--- src/rtl/hpdcache_pkg.sv ---
// Shared types for the HPDcache write-buffer timer controller:
// entry-state encoding, entry-id and idle-counter types.
package hpdcache_pkg;

  localparam int unsigned WBUF_N_ENTRIES = 16;
  localparam int unsigned WBUF_TIMECNT_WIDTH = 4;
  localparam int unsigned WBUF_ID_WIDTH =
    $clog2(WBUF_N_ENTRIES);

  typedef enum logic [1:0] {
    WBUF_FREE = 2'd0,
    WBUF_OPEN = 2'd1,
    WBUF_PEND = 2'd2,
    WBUF_SENT = 2'd3
  } wbuf_state_e;

  typedef logic [WBUF_ID_WIDTH-1:0] wbuf_id_t;

  typedef logic [WBUF_TIMECNT_WIDTH-1:0] wbuf_timecnt_t;

endpackage

--- src/rtl/hpdcache_rr_arbiter.sv ---
// Round-robin picker over N_ENTRIES requests with a grant lock.
// Ports: clk_i, rst_ni, req_i, ready_i -> valid_o, id_o.
module hpdcache_rr_arbiter
  import hpdcache_pkg::*;
#(
  parameter int unsigned N_ENTRIES = WBUF_N_ENTRIES,
  parameter int unsigned ID_WIDTH = $clog2(N_ENTRIES)
) (
  input  logic                 clk_i,
  input  logic                 rst_ni,
  input  logic [N_ENTRIES-1:0] req_i,
  input  logic                 ready_i,
  output logic                 valid_o,
  output logic [ID_WIDTH-1:0]  id_o
);

  logic [ID_WIDTH-1:0] ptr_q;
  logic [ID_WIDTH-1:0] lock_id_q;
  logic                lock_q;
  logic [ID_WIDTH-1:0] pick_id;
  logic [ID_WIDTH-1:0] idx;
  logic                pick_v;

  // Scan starting at the pointer; index wraps since
  // N_ENTRIES is a power of two.
  always_comb begin
    pick_v  = 1'b0;
    pick_id = '0;
    idx     = '0;
    for (int i = 0; i < N_ENTRIES; i++) begin
      idx = ptr_q + ID_WIDTH'(i);
      if (!pick_v && req_i[idx]) begin
        pick_v  = 1'b1;
        pick_id = idx;
      end
    end
  end

  assign valid_o = |req_i;

  // A stalled offer keeps its id until accepted.
  assign id_o = lock_q ? lock_id_q : pick_id;

  always_ff @(posedge clk_i or negedge rst_ni) begin
    if (!rst_ni) begin
      ptr_q     <= '0;
      lock_q    <= 1'b0;
      lock_id_q <= '0;
    end else if (valid_o && ready_i) begin
      ptr_q  <= id_o + 1'b1;
      lock_q <= 1'b0;
    end else if (valid_o) begin
      lock_q    <= 1'b1;
      lock_id_q <= id_o;
    end else begin
      lock_q <= 1'b0;
    end
  end

endmodule

--- src/rtl/hpdcache_wbuf_timer_ctrl.sv ---
// Write-buffer entry lifecycle: FREE->OPEN->PEND->SENT->FREE,
// closing OPEN entries on idle timeout or flush.
// Ports: alloc_*, write_*, threshold_i, flush_all_i,
// send_* (valid/ready), ack_*, empty_o, full_o,
// timeout_cnt_o (live only with HPDCACHE_WBUF_TIMER_PERF_EN).
module hpdcache_wbuf_timer_ctrl
  import hpdcache_pkg::*;
#(
  parameter int unsigned N_ENTRIES = WBUF_N_ENTRIES,
  parameter int unsigned TIMECNT_WIDTH =
    WBUF_TIMECNT_WIDTH,
  parameter int unsigned ID_WIDTH = $clog2(N_ENTRIES)
) (
  input  logic                     clk_i,
  input  logic                     rst_ni,
  input  logic                     alloc_i,
  output logic                     alloc_ready_o,
  output logic [ID_WIDTH-1:0]      alloc_id_o,
  input  logic                     write_i,
  input  logic [ID_WIDTH-1:0]      write_id_i,
  input  logic [TIMECNT_WIDTH-1:0] threshold_i,
  input  logic                     flush_all_i,
  output logic                     send_valid_o,
  output logic [ID_WIDTH-1:0]      send_id_o,
  input  logic                     send_ready_i,
  input  logic                     ack_i,
  input  logic [ID_WIDTH-1:0]      ack_id_i,
  output logic                     empty_o,
  output logic                     full_o,
  output logic [31:0]              timeout_cnt_o
);

  localparam logic [TIMECNT_WIDTH-1:0] CNT_MAX = '1;

  wbuf_state_e              st_q  [N_ENTRIES];
  wbuf_state_e              st_d  [N_ENTRIES];
  logic [TIMECNT_WIDTH-1:0] cnt_q [N_ENTRIES];
  logic [TIMECNT_WIDTH-1:0] cnt_d [N_ENTRIES];

  logic [N_ENTRIES-1:0] free_v;
  logic [N_ENTRIES-1:0] pend_v;
  logic [N_ENTRIES-1:0] to_hit;
  logic                 send_hs;

  always_comb begin
    free_v = '0;
    pend_v = '0;
    for (int i = 0; i < N_ENTRIES; i++) begin
      free_v[i] = (st_q[i] == WBUF_FREE);
      pend_v[i] = (st_q[i] == WBUF_PEND);
    end
  end

  // Descending scan so the lowest free index wins.
  always_comb begin
    alloc_id_o = '0;
    for (int i = N_ENTRIES - 1; i >= 0; i--) begin
      if (free_v[i]) alloc_id_o = ID_WIDTH'(i);
    end
  end

  assign alloc_ready_o = |free_v;
  assign empty_o       = &free_v;
  assign full_o        = ~|free_v;

  hpdcache_rr_arbiter #(
    .N_ENTRIES (N_ENTRIES),
    .ID_WIDTH  (ID_WIDTH)
  ) u_rr (
    .clk_i   (clk_i),
    .rst_ni  (rst_ni),
    .req_i   (pend_v),
    .ready_i (send_ready_i),
    .valid_o (send_valid_o),
    .id_o    (send_id_o)
  );

  assign send_hs = send_valid_o & send_ready_i;

  always_comb begin
    logic wr_hit;
    logic hit_id;
    wr_hit = 1'b0;
    hit_id = 1'b0;
    to_hit = '0;
    for (int i = 0; i < N_ENTRIES; i++) begin
      st_d[i]  = st_q[i];
      cnt_d[i] = cnt_q[i];
      wr_hit   = write_i &&
                 (write_id_i == ID_WIDTH'(i));
      unique case (st_q[i])
        WBUF_FREE: begin
          hit_id = (alloc_id_o == ID_WIDTH'(i));
          if (alloc_i && alloc_ready_o && hit_id) begin
            st_d[i]  = WBUF_OPEN;
            cnt_d[i] = '0;
          end
        end
        WBUF_OPEN: begin
          // A write is always merged, even under flush.
          if (wr_hit) begin
            cnt_d[i] = '0;
          end else if (cnt_q[i] != CNT_MAX) begin
            cnt_d[i] = cnt_q[i] + 1'b1;
          end
          if (flush_all_i) begin
            st_d[i] = WBUF_PEND;
          end else if (!wr_hit &&
                       cnt_q[i] >= threshold_i) begin
            st_d[i]   = WBUF_PEND;
            to_hit[i] = 1'b1;
          end
        end
        WBUF_PEND: begin
          hit_id = (send_id_o == ID_WIDTH'(i));
          if (send_hs && hit_id) st_d[i] = WBUF_SENT;
        end
        WBUF_SENT: begin
          hit_id = (ack_id_i == ID_WIDTH'(i));
          if (ack_i && hit_id) st_d[i] = WBUF_FREE;
        end
        default: st_d[i] = WBUF_FREE;
      endcase
    end
  end

  always_ff @(posedge clk_i or negedge rst_ni) begin
    if (!rst_ni) begin
      for (int i = 0; i < N_ENTRIES; i++) begin
        st_q[i]  <= WBUF_FREE;
        cnt_q[i] <= '0;
      end
    end else begin
      for (int i = 0; i < N_ENTRIES; i++) begin
        st_q[i]  <= st_d[i];
        cnt_q[i] <= cnt_d[i];
      end
    end
  end

`ifdef HPDCACHE_WBUF_TIMER_PERF_EN
  logic [31:0] tcnt_q;
  logic [31:0] tcnt_d;

  // Only idle-timeout closures count, flushes do not.
  always_comb begin
    tcnt_d = tcnt_q;
    for (int i = 0; i < N_ENTRIES; i++) begin
      tcnt_d = tcnt_d + 32'(to_hit[i]);
    end
  end

  always_ff @(posedge clk_i or negedge rst_ni) begin
    if (!rst_ni) tcnt_q <= '0;
    else         tcnt_q <= tcnt_d;
  end

  assign timeout_cnt_o = tcnt_q;
`else
  logic perf_unused;
  assign perf_unused   = |to_hit;
  assign timeout_cnt_o = '0;
`endif

endmodule
--- config.mk ---
export PLATFORM = sky130hd
export DESIGN_NAME = hpdcache_wbuf_timer_ctrl
export DESIGN_NICKNAME = d
export VERILOG_FILES = /design/src/rtl/hpdcache_pkg.sv /design/src/rtl/hpdcache_rr_arbiter.sv /design/src/rtl/hpdcache_wbuf_timer_ctrl.sv
export SDC_FILE = /design/constraint.sdc
export NUM_CORES = 1
export LEC_CHECK = 0
export ABC_AREA = 0
export BUFFER_PORTS_ARGS = -buffer_cell sky130_fd_sc_hd__buf_2
export CELL_PAD_IN_SITES_DETAIL_PLACEMENT = 2
export CELL_PAD_IN_SITES_GLOBAL_PLACEMENT = 2
export CORE_MARGIN = 3
export CORE_UTILIZATION = 40
export CTS_BUF_LIST = sky130_fd_sc_hd__clkbuf_2 sky130_fd_sc_hd__clkbuf_4 sky130_fd_sc_hd__clkbuf_8
export CTS_CLUSTER_SIZE = 16
export DETAILED_ROUTE_END_ITERATION = 7
export GPL_TIMING_DRIVEN = 0
export MAX_ROUTING_LAYER = met4
export PLACE_DENSITY = 0.9
export REMOVE_ABC_BUFFERS = 1
export SLEW_MARGIN = 25
export SYNTH_ARGS = -nofsm -noshare
export SYNTH_HDL_FRONTEND = slang
export SYNTH_SLANG_ARGS = --single-unit
--- constraint.sdc ---
create_clock -name clk_i -period 6.07 [get_ports clk_i]
set_input_delay 1.214 -clock clk_i [delete_from_list [all_inputs] [get_ports clk_i]]
set_output_delay 1.214 -clock clk_i [all_outputs]
set_load 0.03 [all_outputs]
==> impl_metrics.tcl, run 1 <==
set metrics [dict create \
    status "finished with violations" \
    failed_checks "setup timing" \
    nFillCells 3215 \
    io_pins 63 \
    async_reset_ff_frac 1.00 \
    start_kind "flop" \
    layout_setup_ws_ns -0.126 \
    layout_min_cycle_time_ns 6.20 \
    hold_viol 0 \
    path_max_fanout 15 \
    r2r_cells 13 \
    die_w_microns 178 \
    routed.top_layer "met4" \
    yosysSeqAreaShare 0.222 \
    met1_length_microns 19400 \
    clock_skew_ns 0.0285 \
    final_layout_size_suffix_gt1_frac 0.113 \
    synth-seq-cells 105 \
    final_cell_mix "ha_1 (165), nand2_1 (148), o21ai_0 (103)" \
    hold_depth 1 \
    worstHoldPathType "flop to flop" \
    drc_errors 0 \
    dr.pass1.iters 6 \
    setup-tns-final_ns -0.265 \
    synth-edff-count 0 \
    endpoint_kind "primary output" \
    grt_max_degree 70 \
    finalCritPeriodShare 1.02 \
    dr_wl_met3_microns 2900 \
    vias 11766 \
    grt_pass1_wl_microns 74300 \
    crit_type "flop to primary output" \
    antenna_found_initial 1 \
    drv_cap 0 \
    h-tree-depth 3 \
    via_per_inst 6.61 \
    initial_core_util 0.409 \
    rows 62 \
    post_drt_wl_per_cell_microns 27.3 \
    clk_path_buf_depth 2 \
    clk_latency_ns 0.43 \
    met2_length_microns 24200 \
    synth_cell_types 88 \
    avgSynthCellArea_sq_um 8.58 \
    nets 1575 \
    areaGrowthSynthToFinish_pct 6.81 \
    core_sq_um 28900 \
    worst_pin_slew_ns 1.00 \
    gp_congestion 0.931 \
    routed_wl_microns 48700 \
    max_slew_margin 0.315 \
    multi_input_area_sq_um 8660 \
    grt_overflow_total 0 \
    regArea_sq_um 2640 \
    root_buffer "clkbuf_8" \
    cts_tree "built" \
    yosysWarnings 0 \
    portBuffers 30 \
    first_global_vias 12809 \
    layout_commonest_cell "ha_1" \
    syn_inst 1379 \
    die_h_microns 178 \
    dr.first_iter.drc_count 1061 \
    setup_viol 3 \
    syn_area_sq_um 11800 \
    cts_made_buffers 9 \
    clock_sinks 105 \
    die-area_sq_um 31700 \
    dp_hpwl_microns 34100 \
    arrival_ns 4.98 \
    maxSlewViolCount 0 \
    required_ns 4.86 \
    clk_pin_slew_ns 0.13 \
    ctsHoldBuffers 0 \
    max_freq_mhz 161 \
    synth_flop_cell "dfrtp_1" \
    ant_nets 0 \
    grtUsageTotal 0.307 \
]
critical path, stage by stage, from the launching register on:
cell,delay (ns)
dfrtp_1,0.50
inv_1,0.16
ha_1,0.27
mux4_2,0.48
mux2i_2,0.52
mux2i_1,0.40
nor4b_4,0.49
nand2_2,0.23
o32a_1,0.44
a21oi_1,0.29
a211o_4,0.34
nand2_1,0.17
buf_2,0.24
metal layers:
metal	GRT usage	up-vias
met3	0.0469	207
met2	0.518	553
li1	-	5028
met1	0.367	5978
met5	-	-
met4	0.123	0
kinds of logic after synthesis:
logic type               after synthesis  share of synthesized area
other                                  1                   0.000317
multiplexers                         100                      0.121
adder cells (fa/ha/maj)              167                      0.177
AO/OA/AOI/OAI                        389                      0.218
flip-flops                           105                      0.222
XOR/XNOR                              14                     0.0116
buffers and inverters                161                     0.0652
AND/OR/NAND/NOR                      442                      0.185
flip-flops by register name, summed over array words and instances, names as in the netlist:
name and cells:
u_rr.lock_id_q 4, st_q 32, cnt_q 64, u_rr.lock_q 1, u_rr.ptr_q 4
synth_stat cells, types with 6 or more instances:
cell type,n,area share
ha_1,167,0.18
nand2_1,148,0.047
dfrtp_1,105,0.22
o21ai_0,103,0.044
inv_1,84,0.027
a21oi_1,75,0.032
nor2_1,71,0.023
a21o_1,48,0.030
nand3_1,41,0.017
nor3_1,41,0.017
mux2i_1,38,0.032
nand2b_1,38,0.020
buf_4,34,0.022
mux4_2,30,0.057
nor2b_1,28,0.015
clkbuf_1,20,0.0063
o31ai_1,20,0.013
a31oi_1,19,0.010
mux2_2,17,0.016
o211ai_1,14,0.0089
mux2_1,13,0.012
a22o_1,12,0.0089
nand4_1,10,0.0053
nor4_1,10,0.0053
and3_1,9,0.0048
nand3b_1,9,0.0057
or2_2,9,0.0048
xnor2_1,9,0.0067
o2bb2ai_1,8,0.0059
a211oi_1,7,0.0044
a311oi_1,7,0.0052
buf_1,7,0.0022
buf_2,7,0.0030
o21ai_1,7,0.0030
o22ai_1,6,0.0032
o32ai_1,6,0.0044
per-stage QoR:
step | cells | utilization | instance area [sq um] | hold slack, ns | setup WS, ns
after floorplan | 1338 | - | 11500 | 0.481 | -0.269
after global placement | 1752 | 0.419 | 12100 | 0.494 | -1.63
after detailed placement | 1754 | 0.422 | 12200 | 0.505 | -0.944
after CTS | 1776 | 0.433 | 12500 | 0.532 | 0.0369
after global routing | 1779 | 0.437 | 12600 | 0.563 | -0.152
final | 1779 | 0.437 | 12600 | 0.533 | -0.126
what timing repair did:
action                     CTS  global route
setup endpoints to repair   36             4
pin swaps                    0             2
setup buffers                6             2
resized for setup           13            15
final timing paths:
path / from / to / slack [ns]
worst min register to register: u_rr.lock_id_q[3]$_DFFE_PN0P_ / u_rr.lock_id_q[3]$_DFFE_PN0P_ / 0.53
min in group asynchronous: rst_ni / cnt_q[14]$_DFFE_PN0P_ / 0.65
max in group asynchronous: rst_ni / u_rr.ptr_q[2]$_DFFE_PN0P_ / 4.67
worst min-delay path: u_rr.lock_id_q[3]$_DFFE_PN0P_ / u_rr.lock_id_q[3]$_DFFE_PN0P_ / 0.53
worst max-delay path: st_q[16]$_DFFE_PN0P_ / send_id_o[2] / -0.13
worst max register to register: st_q[16]$_DFFE_PN0P_ / st_q[7]$_DFFE_PN0P_ / 0.38
layout make-up:
class	instances	area share
multi-input combinational	1144	0.685
sequential	105	0.209
tap	384	0.0380
inverter	89	0.0272
timing repair buffer	40	0.0218
clock buffer	12	0.0121
clock inverter	4	0.00604
antenna	1	0.000198
Power of run 1 is left out: the tool's default activity adds up to more than one toggle a clock period on the data nets, which glitch-free logic cannot reach.
==> inputs of run 2 (changes only) <==
--- a/config.mk
+++ b/config.mk
@@ -16,7 +16,7 @@
 export DETAILED_ROUTE_END_ITERATION = 7
 export GPL_TIMING_DRIVEN = 0
 export MAX_ROUTING_LAYER = met4
-export PLACE_DENSITY = 0.9
+export PLACE_DENSITY_LB_ADDON = 0.05
 export REMOVE_ABC_BUFFERS = 1
 export SLEW_MARGIN = 25
 export SYNTH_ARGS = -nofsm -noshare
==> impl_metrics.tcl, run 2 (synthesis results as in run 1) <==
set metrics [dict create \
    reg2reg_slack_ns 0.75 \
    areaGrowthSynthToFinish_pct 6.41 \
    final_layout_size_suffix_gt1_frac 0.110 \
    portBuffers 30 \
    hold_viol 0 \
    grt_max_degree 63 \
    nets 1575 \
    clock_sinks 105 \
    worstHoldPathType "flop to flop" \
    post-route-util 0.435 \
    drc_errors 0 \
    dr.first_iter.drc_count 701 \
    regMostFlops "cnt_q" \
    ant_nets 0 \
    vias 10894 \
    initial_core_util 0.409 \
    dr.pass1.iters 5 \
    clk_latency_ns 0.42 \
    h-tree-depth 3 \
    first_global_vias 11794 \
    grt_pass1_wl_microns 66600 \
    layout_min_cycle_time_ns 5.91 \
    top_regs "cnt_q (64), st_q (32)" \
    ctsHoldBuffers 0 \
    cts_tree "built" \
    rows 62 \
    status "complete, no violations" \
    start_kind "flop" \
    finalCritPeriodShare 0.974 \
    critPathSlowestCell "dfrtp_4" \
    gp_congestion 0.888 \
    critPathMaxStageDelay_ns 0.65 \
    crit_path_frequent_cell "a211oi_1" \
    drv_cap 0 \
    die_w_microns 178 \
    clock_skew_ns 0.0187 \
    path_max_fanout 22 \
    arrival_ns 4.70 \
    layout_commonest_cell "ha_1" \
    routed_wl_microns 42000 \
    grtUsageTotal 0.276 \
    post_drt_wl_per_cell_microns 23.6 \
    maxSlewViolCount 0 \
    root_buffer "clkbuf_8" \
    max_slew_margin 0.342 \
    nFillCells 3322 \
    instances_no_fill 1778 \
    max_freq_mhz 169 \
    dp_hpwl_microns 31900 \
    grt_overflow_total 0 \
    largest_reg_flops 64 \
    cts_made_buffers 9 \
    setup_viol 0 \
    clk_path_buf_depth 2 \
    crit_type "flop to primary output" \
    clk_pin_slew_ns 0.10 \
    multi_input_area_sq_um 8620 \
    dp.cells 1753 \
    endpoint_kind "primary output" \
    worst_pin_slew_ns 0.978 \
    required_ns 4.86 \
    io_pins 63 \
    fin_area_sq_um 12600 \
    dpl_cell_area_sq_um 12200 \
    core_sq_um 28900 \
    final_cell_mix "ha_1 (166), nand2_1 (148), o21ai_0 (103)" \
    die-area_sq_um 31700 \
    path_cells "inv_4, ha_1, a21boi_2, xnor2_2, mux4_2, buf_4, nand2b_1, a211oi_1, nor3_1, a211oi_1, o31a_2, clkinv_2, buf_2" \
    regArea_sq_um 2640 \
    n_antenna_cell 0 \
    antenna_found_initial 0 \
    via_per_inst 6.13 \
    die_h_microns 178 \
]
[run 2: changes by cell type in the layout (fill, tap and decap cells not counted), moves of 2 or more]
| cell | change |
|---|---|
| clkinv_2 | +3 |
| clkbuf_4 | -2 |
| inv_6 | +2 |
| mux2i_2 | -2 |
[run 2: critical path: cells and delay by family (launching register included)]
kind	cells	cell delay, ns
buffers and inverters	4	0.88
multiplexers	1	0.64
adder cells (fa/ha/maj)	1	0.29
AND/OR/NAND/NOR	2	0.35
XOR/XNOR	1	0.22
AO/OA/AOI/OAI	4	1.24
flip-flops	1	0.65
[run 2: path summary, 6_finish.rpt]
| path | cells past startpoint | end | from |
|---|---|---|---|
| setup / recovery | 13 | send_id_o[3] | u_rr.ptr_q[2]$_DFFE_PN0P_ |
| hold / removal | 1 | u_rr.lock_id_q[3]$_DFFE_PN0P_ | u_rr.lock_id_q[3]$_DFFE_PN0P_ |
| setup reg to reg | 15 | st_q[23]$_DFFE_PN0P_ | u_rr.ptr_q[2]$_DFFE_PN0P_ |
| hold reg to reg | 1 | u_rr.lock_id_q[3]$_DFFE_PN0P_ | u_rr.lock_id_q[3]$_DFFE_PN0P_ |
| max in group asynchronous | 2 | u_rr.ptr_q[0]$_DFFE_PN0P_ | rst_ni |
| min in group asynchronous | 1 | cnt_q[3]$_DFFE_PN0P_ | rst_ni |
[run 2: routing by layer]
layer  routed length, microns  up-vias  part of all wire  GRT usage
met3                     1590       60             0.038     0.0374
met2                    20400      236              0.49      0.461
met4                     1000        0             0.024     0.0756
met5                        0        -                 0          -
li1                         -     5022                 -          -
met1                    19000     5576              0.45      0.351
[run 2: through the flow]
| stage | setup TNS, ns | worst slack [ns] | hold slack (ns) |
|---|---|---|---|
| after floorplan | -0.554 | -0.269 | 0.481 |
| after global placement | -43.22 | -1.67 | 0.490 |
| after detailed placement | -6.17 | -0.702 | 0.504 |
| after CTS | 0 | 0.0216 | 0.530 |
| after global routing | -0.00167 | -0.00167 | 0.568 |
| final | 0 | 0.155 | 0.531 |
[run 2: layout make-up]
class,instances,area share
multi-input combinational,1144,0.685
timing repair buffer,40,0.0219
sequential,105,0.210
clock inverter,6,0.00696
tap,384,0.0382
clock buffer,10,0.0109
inverter,89,0.0272
[run 2: repair_timing]
item                       CTS  global route
gates resized for setup     14             8
setup endpoints to repair   34             4
pin swaps                    1             1
buffers inserted             6             3
Power of run 2 is left out for the same reason.
==> inputs of run 3 (changes only) <==
--- a/config.mk
+++ b/config.mk
@@ -10,7 +10,7 @@
 export CELL_PAD_IN_SITES_DETAIL_PLACEMENT = 2
 export CELL_PAD_IN_SITES_GLOBAL_PLACEMENT = 2
 export CORE_MARGIN = 3
-export CORE_UTILIZATION = 40
+export CORE_UTILIZATION = 41
 export CTS_BUF_LIST = sky130_fd_sc_hd__clkbuf_2 sky130_fd_sc_hd__clkbuf_4 sky130_fd_sc_hd__clkbuf_8
 export CTS_CLUSTER_SIZE = 16
 export DETAILED_ROUTE_END_ITERATION = 7
@@ -21,4 +21,5 @@
 export SLEW_MARGIN = 25
 export SYNTH_ARGS = -nofsm -noshare
 export SYNTH_HDL_FRONTEND = slang
+export SYNTH_HIERARCHICAL = 1
 export SYNTH_SLANG_ARGS = --single-unit
==> impl_metrics.tcl, run 3 <==
set metrics [dict create \
    yosysSeqAreaShare 0.229 \
    cts_tree "built" \
    regMostFlops "cnt_q" \
    layout_min_cycle_time_ns 5.91 \
    post_drt_wl_per_cell_microns 23.5 \
    h-tree-depth 3 \
    clock_skew_ns 0.0166 \
    ant_nets 0 \
    die_h_microns 173 \
    synth_flop_cell "dfrtp_1" \
    antenna_found_initial 0 \
    dr.pass1.iters 7 \
    ctsHoldBuffers 0 \
    max_slew_margin 0.248 \
    synth-edff-count 0 \
    yosys-top-cells-count "ha_1 (151), nand2_1 (114), dfrtp_1 (105)" \
    arrival_ns 4.70 \
    grtUsageTotal 0.271 \
    final_layout_size_suffix_gt1_frac 0.152 \
    yosysMostFrequentCell "ha_1" \
    status "complete, no violations" \
    routed_wl_microns 39800 \
    nFillCells 3062 \
    post-route-util 0.451 \
    crit_type "flop to primary output" \
    grt_pass1_wl_microns 63400 \
    avgSynthCellArea_sq_um 8.88 \
    io_pins 63 \
    synth-seq-cells 105 \
    top_regs "cnt_q (64), st_q (32)" \
    drv_cap 0 \
    maxSlewViolCount 0 \
    start_kind "flop" \
    required_ns 4.86 \
    root_buffer "clkbuf_8" \
    clock_sinks 105 \
    die_w_microns 173 \
    whs_ns 0.531 \
    layout_commonest_cell "ha_1" \
    netlist_top_cells_area "dfrtp_1 (23%), ha_1 (16%), mux4_2 (6.1%), mux2_2 (4.5%), o21ai_0 (3.9%)" \
    grt_overflow_total 0 \
    n_antenna_cell 0 \
    multi_input_area_sq_um 8260 \
    initial_core_util 0.421 \
    first_global_vias 11152 \
    dp_hpwl_microns 30200 \
    core_sq_um 27200 \
    dpl_cell_area_sq_um 11800 \
    worst_pin_slew_ns 1.13 \
    synth_top_area_cell "dfrtp_1" \
    setup_viol 0 \
    finalCritPeriodShare 0.974 \
    rows 60 \
    syn_area_sq_um 11500 \
    fin_area_sq_um 12200 \
    largest_reg_flops 64 \
    clk_latency_ns 0.42 \
    path_max_fanout 11 \
    final_cell_mix "ha_1 (149), nand2_1 (114), dfrtp_1 (102)" \
    drc_errors 0 \
    yosysWarnings 6 \
    gp_congestion 0.878 \
    clk_path_buf_depth 2 \
    grt_max_degree 66 \
    setup-tns-final_ns 0 \
    dr.first_iter.drc_count 475 \
    via_per_inst 6.11 \
    syn_inst 1290 \
    areaGrowthSynthToFinish_pct 6.93 \
    endpoint_kind "primary output" \
    synth_cell_types 96 \
    portBuffers 30 \
    worstHoldPathType "flop to flop" \
    hold_viol 0 \
    clk_pin_slew_ns 0.12 \
    vias 10326 \
    cts_made_buffers 9 \
    nets 1484 \
    die-area_sq_um 30000 \
    synth_top_area_share 0.229 \
    regArea_sq_um 2640 \
    max_freq_mhz 169 \
    async_reset_ff_frac 1.00 \
]
[run 3: changes by cell type in the layout (fill, tap and decap cells not counted), moves of 10 or more]
cell,previous run,this run
o21ai_0,103,88
nand3_1,41,71
nand2_1,148,114
buf_4,7,17
a21o_1,48,8
nor3_1,41,23
ha_1,166,149
mux2_2,17,46
mux2i_1,37,23
nor2b_1,28,18
[run 3: kinds of logic (layout without fill, tap and decap cells)]
family / after synthesis / count (layout) / share of synthesized area
buffers and inverters: 155 / 153 / 0.0674
adder cells (fa/ha/maj): 151 / 151 / 0.165
AO/OA/AOI/OAI: 334 / 334 / 0.198
AND/OR/NAND/NOR: 416 / 416 / 0.189
other: 1 / 32 / 0.000327
flip-flops: 105 / 105 / 0.229
XOR/XNOR: 15 / 15 / 0.0115
multiplexers: 113 / 113 / 0.140
[run 3: timing repair]
item,CTS,global route
setup buffers,14,5
endpoints found under the setup margin,39,13
pin swaps,5,3
gates resized for setup,16,8
[run 3: layout make-up]
type | count | area share
Clock buffer | 11 | 0.0119
Clock inverter | 5 | 0.00378
Inverter | 86 | 0.0269
Multi-Input combinational cell | 1061 | 0.674
Sequential cell | 105 | 0.215
Tap cell | 372 | 0.0380
Timing Repair Buffer | 51 | 0.0299
[run 3: worst paths after layout]
path                                           start               endpoint  slack (ns)  cells after the start
max                        u_rr/ptr_q[1]$_DFFE_PN0P_           send_id_o[3]        0.16                     10
min                            cnt_q[35]$_DFFE_PN0P_  cnt_q[35]$_DFFE_PN0P_        0.53                      1
max reg2reg                u_rr/ptr_q[1]$_DFFE_PN0P_   st_q[21]$_DFFE_PN0P_        0.29                     16
min reg2reg                    cnt_q[35]$_DFFE_PN0P_  cnt_q[35]$_DFFE_PN0P_        0.53                      1
max in group asynchronous                     rst_ni  cnt_q[23]$_DFFE_PN0P_        4.71                      2
min in group asynchronous                     rst_ni  cnt_q[12]$_DFFE_PN0P_        0.67                      1
[run 3: routing by layer]
metal,GRT usage,vias up,routed length (microns)
met1,0.339,5289,17500
met3,0.0305,52,1370
li1,-,4782,-
met4,0.0764,0,925
met2,0.464,203,20000
met5,-,-,0
[run 3: critical path: stages (launching register included)]
cell and delay, ns:
dfrtp_2 0.51, clkinvlp_4 0.23, ha_4 0.43, mux4_2 0.63, mux4_2 0.60, or3_4 0.45, or3_1 0.45, o31ai_1 0.36
a211oi_1 0.14, a22oi_2 0.23, buf_2 0.24
[run 3: per-stage QoR]
stage	worst slack, ns	cells
after floorplan	-0.603	1252
after global placement	-2.24	1654
after detailed placement	-1.25	1656
after CTS	-0.185	1686
after global routing	-0.0246	1691
final	0.157	1691
Power of run 3 is left out for the same reason.
